`config.mk`:
```
export PLATFORM = sky130hd
export DESIGN_NAME = pu_slave_spi_framed_driver_flat
export DESIGN_NICKNAME = d
export VERILOG_FILES = /design/src/rtl/pu_slave_spi_framed_driver_pkg.sv /design/src/rtl/pu_slave_spi_framed_driver_if.sv /design/src/rtl/pu_spi_input_sync.sv /design/src/rtl/pu_slave_spi_framed_driver.sv /design/src/flat_wrapper.sv
export SDC_FILE = /design/constraint.sdc
export NUM_CORES = 1
export LEC_CHECK = 0
export CAP_MARGIN = 20
export CELL_PAD_IN_SITES_DETAIL_PLACEMENT = 1
export CELL_PAD_IN_SITES_GLOBAL_PLACEMENT = 1
export CORE_MARGIN = 5
export CORE_UTILIZATION = 39
export CTS_BUF_LIST = sky130_fd_sc_hd__clkbuf_4 sky130_fd_sc_hd__clkbuf_8
export DETAILED_ROUTE_END_ITERATION = 10
export PLACE_DENSITY = 0.74
export REMOVE_ABC_BUFFERS = 1
export SYNTH_ARGS = -nofsm -noshare
export SYNTH_HDL_FRONTEND = slang
export SYNTH_HIERARCHICAL = 1
export SYNTH_SLANG_ARGS = --single-unit
```
`constraint.sdc`:
```
create_clock -name clk -period 1.8 [get_ports clk]
set_input_delay 0.27 -clock clk [delete_from_list [all_inputs] [get_ports clk]]
set_output_delay 0.27 -clock clk [all_outputs]
set_load 0.01 [all_outputs]
```
`src/rtl/pu_slave_spi_framed_driver_pkg.sv`:
```
// spi_pkg: shared FSM states and SPI edge-polarity helper for the framed SPI slave driver.
package spi_pkg;
    typedef enum logic [1:0] {IDLE, LOAD, SHIFT} state_e;
    // Sampling happens on the rising sclk edge exactly when CPOL and CPHA agree.
    function automatic logic sample_on_rise(input logic cpol, input logic cpha);
        return cpol ~^ cpha;
    endfunction
endpackage

```
`src/rtl/pu_slave_spi_framed_driver_if.sv`:
```
// pu_slave_spi_framed_driver_if: SPI pins plus the PU-side word handshake of the framed SPI slave.
interface pu_slave_spi_framed_driver_if #(
    parameter int DATA_WIDTH = 8,
    parameter int WORD_CNT_W = 8
);
    logic [DATA_WIDTH-1:0] data_in;
    logic [DATA_WIDTH-1:0] data_out;
    logic                  ready;
    logic                  prepare;
    logic [WORD_CNT_W-1:0] word_idx;
    logic                  abort;
    logic                  busy;
    logic                  mosi;
    logic                  sclk;
    logic                  cs;
    logic                  miso;
    modport slave (input data_in, mosi, sclk, cs, output data_out, ready, prepare, word_idx, abort, busy, miso);
    modport master (output data_in, mosi, sclk, cs, input data_out, ready, prepare, word_idx, abort, busy, miso);
endinterface

```
`src/rtl/pu_spi_input_sync.sv`:
```
// pu_spi_input_sync: multi-stage synchroniser for sclk/mosi/cs with edge detection on the synced samples.
module pu_spi_input_sync #(
    parameter int STAGES = 2,
    parameter bit CPOL   = 0
) (
    input  logic clk,
    input  logic rst_n,
    input  logic sclk_i,
    input  logic mosi_i,
    input  logic cs_i,
    output logic mosi_o,
    output logic cs_o,
    output logic sclk_rise_o,
    output logic sclk_fall_o,
    output logic cs_fall_o
);
    // Per-stage lane order {mosi, cs, sclk}; reset to the idle pin levels so no edge is seen out of reset.
    localparam logic [2:0] INIT = {1'b0, 1'b1, CPOL};
    logic [3*STAGES-1:0] pipe_q;
    logic [1:0]          prev_q;
    logic [2:0]          s;
    always_ff @(posedge clk or negedge rst_n)
        if (!rst_n) begin
            pipe_q <= {STAGES{INIT}};
            prev_q <= INIT[1:0];
        end else begin
            pipe_q <= {pipe_q[3*STAGES-4:0], mosi_i, cs_i, sclk_i};
            prev_q <= s[1:0];
        end
    assign s           = pipe_q[3*STAGES-1 -: 3];
    assign mosi_o      = s[2];
    assign cs_o        = s[1];
    assign sclk_rise_o = s[0] & ~prev_q[0];
    assign sclk_fall_o = ~s[0] & prev_q[0];
    assign cs_fall_o   = ~s[1] & prev_q[1];
endmodule

```
`src/rtl/pu_slave_spi_framed_driver.sv`:
```
// pu_slave_spi_framed_driver: SPI slave exchanging one parallel word per ready/prepare pair, with frame word index.
module pu_slave_spi_framed_driver import spi_pkg::*; #(
    parameter int DATA_WIDTH  = 8,
    parameter bit CPOL        = 0,
    parameter bit CPHA        = 0,
    parameter bit LSB_FIRST   = 0,
    parameter int SYNC_STAGES = 2,
    parameter int WORD_CNT_W  = 8
) (
    input logic clk,
    input logic rst_n,
    pu_slave_spi_framed_driver_if.slave bus
);
    localparam int   CW    = $clog2(DATA_WIDTH + 1);
    localparam logic SRISE = sample_on_rise(CPOL, CPHA);
    state_e                state_q, state_d;
    logic [DATA_WIDTH-1:0] tx_q, tx_d, rx_q, rx_d, dout_q, dout_d;
    logic [DATA_WIDTH-1:0] src, src_adv, rx_shift;
    logic [CW-1:0]         cnt_q, cnt_d;
    logic [WORD_CNT_W-1:0] idx_q, idx_d;
    logic ready_q, ready_d, prep_q, prep_d, abort_q, abort_d, skip_q, skip_d, miso_q, miso_d;
    logic sclk_rise, sclk_fall, cs_fall, cs_s, mosi_s;
    logic sample, shift, prepare, present, src_first;
    pu_spi_input_sync #(.STAGES(SYNC_STAGES), .CPOL(CPOL)) u_sync (
        .clk         (clk),
        .rst_n       (rst_n),
        .sclk_i      (bus.sclk),
        .mosi_i      (bus.mosi),
        .cs_i        (bus.cs),
        .mosi_o      (mosi_s),
        .cs_o        (cs_s),
        .sclk_rise_o (sclk_rise),
        .sclk_fall_o (sclk_fall),
        .cs_fall_o   (cs_fall)
    );
    assign sample    = SRISE ? sclk_rise : sclk_fall;
    assign shift     = SRISE ? sclk_fall : sclk_rise;
    assign prepare   = state_q == LOAD || prep_q;
    // During the prepare cycle data_in is the live tx source, so a shift edge landing there still sends the new word.
    assign src       = prepare ? bus.data_in : tx_q;
    assign src_first = LSB_FIRST ? src[0] : src[DATA_WIDTH-1];
    assign src_adv   = LSB_FIRST ? src >> 1 : src << 1;
    assign rx_shift  = LSB_FIRST ? {mosi_s, rx_q[DATA_WIDTH-1:1]} : {rx_q[DATA_WIDTH-2:0], mosi_s};
    assign present   = (shift && !skip_q) || (prepare && !CPHA);
    always_comb begin
        state_d = state_q;
        tx_d    = tx_q;
        rx_d    = rx_q;
        dout_d  = dout_q;
        cnt_d   = cnt_q;
        idx_d   = idx_q;
        ready_d = 1'b0;
        prep_d  = 1'b0;
        abort_d = 1'b0;
        skip_d  = skip_q;
        miso_d  = miso_q;
        if (state_q == IDLE) begin
            miso_d = 1'b0;
            skip_d = 1'b0;
            if (cs_fall) begin
                state_d = LOAD;
                cnt_d   = '0;
                idx_d   = '0;
            end
        end else begin
            state_d = SHIFT;
            if (prepare)
                tx_d = src;
            if (present) begin
                miso_d = src_first;
                tx_d   = src_adv;
            end
            if (shift)
                skip_d = 1'b0;
            if (sample) begin
                rx_d  = rx_shift;
                cnt_d = cnt_q + CW'(1);
                // With CPHA=0 the next word's first bit goes out at reload, so the following trailing edge is dropped.
                if (cnt_q == CW'(DATA_WIDTH - 1)) begin
                    dout_d  = rx_shift;
                    ready_d = 1'b1;
                    prep_d  = 1'b1;
                    cnt_d   = '0;
                    idx_d   = &idx_q ? idx_q : idx_q + WORD_CNT_W'(1);
                    skip_d  = !CPHA;
                end
            end
            if (cs_s) begin
                state_d = IDLE;
                miso_d  = 1'b0;
                abort_d = cnt_d != '0;
            end
        end
    end
    always_ff @(posedge clk or negedge rst_n)
        if (!rst_n) begin
            state_q <= IDLE;
            tx_q    <= '0;
            rx_q    <= '0;
            dout_q  <= '0;
            cnt_q   <= '0;
            idx_q   <= '0;
            ready_q <= 1'b0;
            prep_q  <= 1'b0;
            abort_q <= 1'b0;
            skip_q  <= 1'b0;
            miso_q  <= 1'b0;
        end else begin
            state_q <= state_d;
            tx_q    <= tx_d;
            rx_q    <= rx_d;
            dout_q  <= dout_d;
            cnt_q   <= cnt_d;
            idx_q   <= idx_d;
            ready_q <= ready_d;
            prep_q  <= prep_d;
            abort_q <= abort_d;
            skip_q  <= skip_d;
            miso_q  <= miso_d;
        end
    assign bus.data_out = dout_q;
    assign bus.ready    = ready_q;
    assign bus.prepare  = prepare;
    assign bus.word_idx = idx_q;
    assign bus.abort    = abort_q;
    assign bus.busy     = state_q != IDLE;
    assign bus.miso     = miso_q;
endmodule

```
`src/flat_wrapper.sv`:
```
// flat-port wrapper written by rule: the top's interface ports become plain ports
module pu_slave_spi_framed_driver_flat import spi_pkg::*;
#(
    parameter int DATA_WIDTH  = 8,
    parameter bit CPOL        = 0,
    parameter bit CPHA        = 0,
    parameter bit LSB_FIRST   = 0,
    parameter int SYNC_STAGES = 2,
    parameter int WORD_CNT_W  = 8
)
  (clk, rst_n, bus_data_in, bus_mosi, bus_sclk, bus_cs, bus_data_out, bus_ready, bus_prepare, bus_word_idx, bus_abort, bus_busy, bus_miso);
  pu_slave_spi_framed_driver_if #(.DATA_WIDTH(DATA_WIDTH), .WORD_CNT_W(WORD_CNT_W)) bus_i ();
  input logic clk;
  input logic rst_n;
  input wire logic [$bits(bus_i.data_in)-1:0] bus_data_in;
  input wire logic [$bits(bus_i.mosi)-1:0] bus_mosi;
  input wire logic [$bits(bus_i.sclk)-1:0] bus_sclk;
  input wire logic [$bits(bus_i.cs)-1:0] bus_cs;
  output wire logic [$bits(bus_i.data_out)-1:0] bus_data_out;
  output wire logic [$bits(bus_i.ready)-1:0] bus_ready;
  output wire logic [$bits(bus_i.prepare)-1:0] bus_prepare;
  output wire logic [$bits(bus_i.word_idx)-1:0] bus_word_idx;
  output wire logic [$bits(bus_i.abort)-1:0] bus_abort;
  output wire logic [$bits(bus_i.busy)-1:0] bus_busy;
  output wire logic [$bits(bus_i.miso)-1:0] bus_miso;
  assign bus_i.data_in = bus_data_in;
  assign bus_i.mosi = bus_mosi;
  assign bus_i.sclk = bus_sclk;
  assign bus_i.cs = bus_cs;
  assign bus_data_out = bus_i.data_out;
  assign bus_ready = bus_i.ready;
  assign bus_prepare = bus_i.prepare;
  assign bus_word_idx = bus_i.word_idx;
  assign bus_abort = bus_i.abort;
  assign bus_busy = bus_i.busy;
  assign bus_miso = bus_i.miso;
  pu_slave_spi_framed_driver #(.DATA_WIDTH(DATA_WIDTH), .CPOL(CPOL), .CPHA(CPHA), .LSB_FIRST(LSB_FIRST), .SYNC_STAGES(SYNC_STAGES), .WORD_CNT_W(WORD_CNT_W)) u_core (.clk(clk), .rst_n(rst_n), .bus(bus_i));
endmodule
```
Word level (Yosys, flattened, before mapping). Index checks and enable logic that the tools add are counted.

Bitwise operators: 7. Add/sub/neg operators: 2. Eq/ne operators: 4. Reductions and logical operators: 16. Muxes and demuxes: 28.

Operator list (count): 2-to-1 mux 8 bit (8); 2-to-1 mux 4 bit (5); 2-to-1 mux 1 bit (12); adder 8 x 1 -> 8 bit, second input constant (1); AND reduction 8 bit (1); nonzero test 2 bit (4); 2-to-1 mux 2 bit (3); adder 4 x 1 -> 4 bit, second input constant (1); equality test 4 x 3 -> 1 bit, second input constant (1); != test 2 x 1 -> 1 bit, second input constant (2); NOT 1 bit (4); AND reduction 2 bit (2); AND reduction 4 bit (1); nonzero test 4 bit (1); bitwise AND 1 bit (3); AND reduction 3 bit (1); nonzero test 3 bit (1); equality test 2 x 1 -> 1 bit, second input constant (1); zero test 2 bit (1); logical OR 1 bit (2); logical AND 1 bit (1); zero test 1 bit (1).

Register bits after elaboration: 49. Output and inout port bits: 21. Input bits: 13.

Longest topological paths before layout.
Depth after elaboration: 7. Depth in mapped cells: 8.

Modules after synthesis. Netlist, hierarchy kept.

By module, submodules not included: pu_slave_spi_framed_driver (seq. area each 1026.0 um2, cells an instance 183, area an instance 1881.8 um2, instances 1); pu_spi_input_sync (seq. area each 203.9 um2, cells an instance 11, area an instance 225.2 um2, instances 1).

Worst setup path after synthesis. Ideal clock, no wire load.

Path kind: reg2reg. From: reg u_core.idx_q[0] (netlist: u_core/bus.word_idx[0]). To: reg u_core.idx_q[5] (netlist: u_core/bus.word_idx[5]). Buffers on the path: 2. Data required time: 1664 ps. Data arrival time: 1704 ps. Cell stages (with the launch flop): 8. Library setup time: 136 ps. Path slack: -40 ps. Clock period less this slack: 1840 ps. Path through: dfrtp_1 ha_1 and2_4 buf_6 a311o_1 buf_6 o311ai_1 o41ai_1.

Longest elaborated chain between the ends: 5. Elaborated cells on any way between the ends: 8.

RTL lines: start: declaration (line pu_slave_spi_framed_driver.sv:20) `logic [WORD_CNT_W-1:0] idx_q, idx_d;`; start signal: assignment (line pu_slave_spi_framed_driver.sv:114) `idx_q <= idx_d;`; adder 8 x 1 -> 8 bit (line pu_slave_spi_framed_driver.sv:84) `idx_d = &idx_q ? idx_q : idx_q + WORD_CNT_W'(1);`; 2-to-1 mux 8 bit (line pu_slave_spi_framed_driver.sv:84); 2-to-1 mux 8 bit (line pu_slave_spi_framed_driver.sv:79) `if (cnt_q == CW'(DATA_WIDTH - 1)) begin`; 2-to-1 mux 8 bit (line pu_slave_spi_framed_driver.sv:75) `if (sample) begin`; 2-to-1 mux 8 bit (line pu_slave_spi_framed_driver.sv:57) `if (state_q == IDLE) begin`.

Parallel ways exist; a longest one is shown, timed or not. The select of a mux whose other input is x is not followed. A chain may end at the register's enable or synchronous reset.

Worst setup path after layout.
From: reg u_core.cnt_q[1]. To: reg u_core.idx_q[3] (netlist: u_core/bus.word_idx[3]).

Longest elaborated chain between the ends: 3.

RTL lines: start: declaration (line pu_slave_spi_framed_driver.sv:19) `logic [CW-1:0] cnt_q, cnt_d;`; start signal: assignment (line pu_slave_spi_framed_driver.sv:113) `cnt_q <= cnt_d;`; equality test 4 x 3 -> 1 bit (line pu_slave_spi_framed_driver.sv:79); nonzero test 2 bit (no line); AND reduction 4 bit (no line).

No other way between the ends.

==> impl_metrics.json <==
{
  "status": "finished clean",
  "place_congestion": 0.757,
  "met2_length_um": 2400,
  "ir_drop_uv": 375,
  "finalNonFillerCells": 318,
  "clock_path_buffers": 2,
  "area_growth_pct": 29.8,
  "end_kind": "register",
  "cts-buffers-inserted": 5,
  "required_ns": 2.04,
  "dp_hpwl_um": 3420,
  "htreeDepth": 2,
  "cp_top_family": "simple AND/OR/NAND/NOR gates",
  "top_layer": "met4",
  "yosys.area.top_type": "dfrtp_1",
  "die_h_um": 83.5,
  "num_rows": 26,
  "clock_sink_count": 49,
  "dp.cells": 307,
  "netlist_area_um2": 2110,
  "die_area_um2": 6970,
  "grt_max_degree": 25,
  "routedWlPerCell_um": 14.6,
  "grt_usage": 0.137,
  "fin_skew_ns": 0.00890,
  "path_class": "reg2reg",
  "crit_fanout": 8,
  "finalNetCount": 262,
  "grt_pass1_vias": 1645,
  "start_kind": "register",
  "ys_ff_latch": 49,
  "synth_area_leaders": "dfrtp_1 55%, nand2_1 7.1%, mux2i_1 4.3%, dfstp_2 3.7%, mux2_2 3.7%",
  "synth_enable_flop_cells": 0,
  "clk_latency_ns": 0.30,
  "ys.flop_type": "dfrtp_1",
  "synth.avg_cell_area_um2": 10.9,
  "cts_tree": "built",
  "fin_crit_ns": 1.76,
  "max_slew_margin": 0.648,
  "syn_inst": 194,
  "drv_slew": 0,
  "yosysMostFrequentCell": "dfrtp_1",
  "drc": 0,
  "wl_met1_um": 2060,
  "place.port_buffers": 33,
  "io_pins": 34,
  "first_pass_iters": 4,
  "path_cells": "ha_2, nand3b_1, a311o_2, or3_1, nand3_1",
  "antennaDiodeCount": 0,
  "synth-seq-area-share": 0.584,
  "grt_pass1_wl_um": 7810,
  "fin_area_um2": 2740,
  "wirelength_um": 4650,
  "vias": 1630,
  "rsz0062_at_grt": "yes",
  "viasPerCell": 5.13,
  "drive_above_1_share": 0.190,
  "die_w_um": 83.5,
  "ant_nets": 0,
  "cap_violations": 0,
  "p_per_area_nw_per_um2": 834,
  "async_flop_share": 1.00,
  "cp_num_buf_inv": 0,
  "drt_first_iter_violations": 52,
  "clk_pin_slew_ns": 0.09,
  "fmax_mhz": 567,
  "min_path_type": "reg2reg",
  "setup_viol": 0,
  "power_leakage_nw": 1.32,
  "initial_utilization": 0.407,
  "crit_slowest_cell": "a311o_2",
  "arrival_ns": 2.00,
  "final_core_util": 0.529,
  "overflow": 0,
  "slowest_delay_ns": 0.49,
  "yosysUniqueCellTypes": 44,
  "yosys_warnings": 6,
  "synth.top_cells.by_count": "46 x dfrtp_1, 40 x nand2_1, 14 x o21ai_0",
  "placed_area_um2": 2610,
  "hold_viol": 0,
  "tightest_slew_ns": 0.528,
  "met3WireLength_um": 104,
  "yosysTopAreaCellShare": 0.546,
  "period_share": 0.980,
  "tns_ns": 0,
  "antenna_found_initial": 0,
  "coreArea_um2": 5170,
  "root_buffer": "clkbuf_8"
}
[sequential cells by signal, indices dropped and copies added, names as in the netlist]
signal	cells
u_core/bus.abort	1
u_core/bus.data_out	8
u_core/bus.miso	1
u_core/bus.word_idx	8
u_core/cnt_q	4
u_core/prep_q	1
u_core/rx_q	7
u_core/skip_q	1
u_core/state_q	2
u_core/tx_q	8
u_core/u_sync/pipe_q	6
u_core/u_sync/prev_q	2
[metrics by stage]
step                total power [mW]  setup slack (ns)  hold WS (ns)
detailed placement              1.66            0.0834         0.279
global route                    2.41           -0.0399         0.350
global placement                1.64             0.123         0.281
CTS                             2.31            0.0444         0.359
finish                          2.28            0.0359         0.360
floorplan                       1.51            -0.194       -0.0256
[what timing repair did]
item | 4_1_cts | 5_1_grt
hold buffers | 1 | 0
resized for setup | 1 | 4
setup buffers | 0 | 2
hold endpoints to repair | 19 | 0
pin swaps | 0 | 1
setup endpoints to repair | 1 | 3
[path summary, 6_finish.rpt]
| path | endpoint | start | cells after the start | slack, ns |
|---|---|---|---|---|
| hold / removal | u_core/u_sync/pipe_q[5] | u_core/u_sync/pipe_q[2] | 0 | 0.36 |
| hold reg to reg | u_core/u_sync/pipe_q[5] | u_core/u_sync/pipe_q[2] | 0 | 0.36 |
| setup reg to reg | u_core/bus.word_idx[3] | u_core/cnt_q[1] | 5 | 0.04 |
| max in group asynchronous | u_core/bus.word_idx[6] | rst_n | 3 | 0.74 |
| min in group asynchronous | u_core/prep_q | rst_n | 2 | 0.47 |
| setup / recovery | u_core/bus.word_idx[3] | u_core/cnt_q[1] | 5 | 0.04 |
[worst register-to-register path, stage by stage, from the launching register on]
cell,delay [ns]
dfrtp_1,0.39
ha_2,0.19
nand3b_1,0.18
a311o_2,0.49
or3_1,0.36
nand3_1,0.09
[cells by family after synthesis]
kind of cell	after synthesis	share of synthesized area
fa+ha+maj	2	0.0119
simple gates	78	0.182
compound gates	35	0.109
flops	49	0.584
mux	16	0.0802
buf+inv	14	0.0338
[report_power, final]
part | switching (mW) | internal, mW | total (mW) | leakage (nW)
Combinational | 0.141 | 0.165 | 0.306 | 0.630
Clock | 0.360 | 0.289 | 0.650 | 0.0408
Sequential | 0.0862 | 1.24 | 1.33 | 0.646
[metal layers]
metal  vias to the layer above  track usage
met1                       822        0.173
met3                         6       0.0237
met2                        20        0.234
li1                        782            -
met4                         0       0.0526
met5                         -            0
[placed cells by master (no fill, tap or decap), types with 2 or more instances in the layout]
| cell | n |
|---|---|
| a21oi_1 | 3 |
| a31oi_1 | 3 |
| and2_1 | 2 |
| buf_4 | 20 |
| clkbuf_8 | 5 |
| clkdlybuf4s50_1 | 30 |
| clkinvlp_4 | 2 |
| dfrtp_1 | 46 |
| dfstp_2 | 3 |
| inv_1 | 5 |
| mux2_2 | 7 |
| mux2i_1 | 9 |
| nand2_1 | 40 |
| nand2b_1 | 5 |
| nand3_1 | 7 |
| nand3b_1 | 3 |
| nand4_1 | 2 |
| nor2_1 | 4 |
| nor2b_1 | 3 |
| nor3_1 | 2 |
| o211ai_1 | 3 |
| o21ai_0 | 14 |
| or3_1 | 2 |
[layout make-up]
| type | count | area, um^2 |
|---|---|---|
| inverter | 6 | 22.5 |
| tap | 70 | 87.6 |
| fill | 577 | 2440 |
| sequential | 49 | 1230 |
| clock inverter | 2 | 15.0 |
| multi-input combinational | 131 | 817 |
| clock buffer | 6 | 76.3 |
| timing repair buffer | 54 | 487 |
Power figures use the tool's default switching activity.
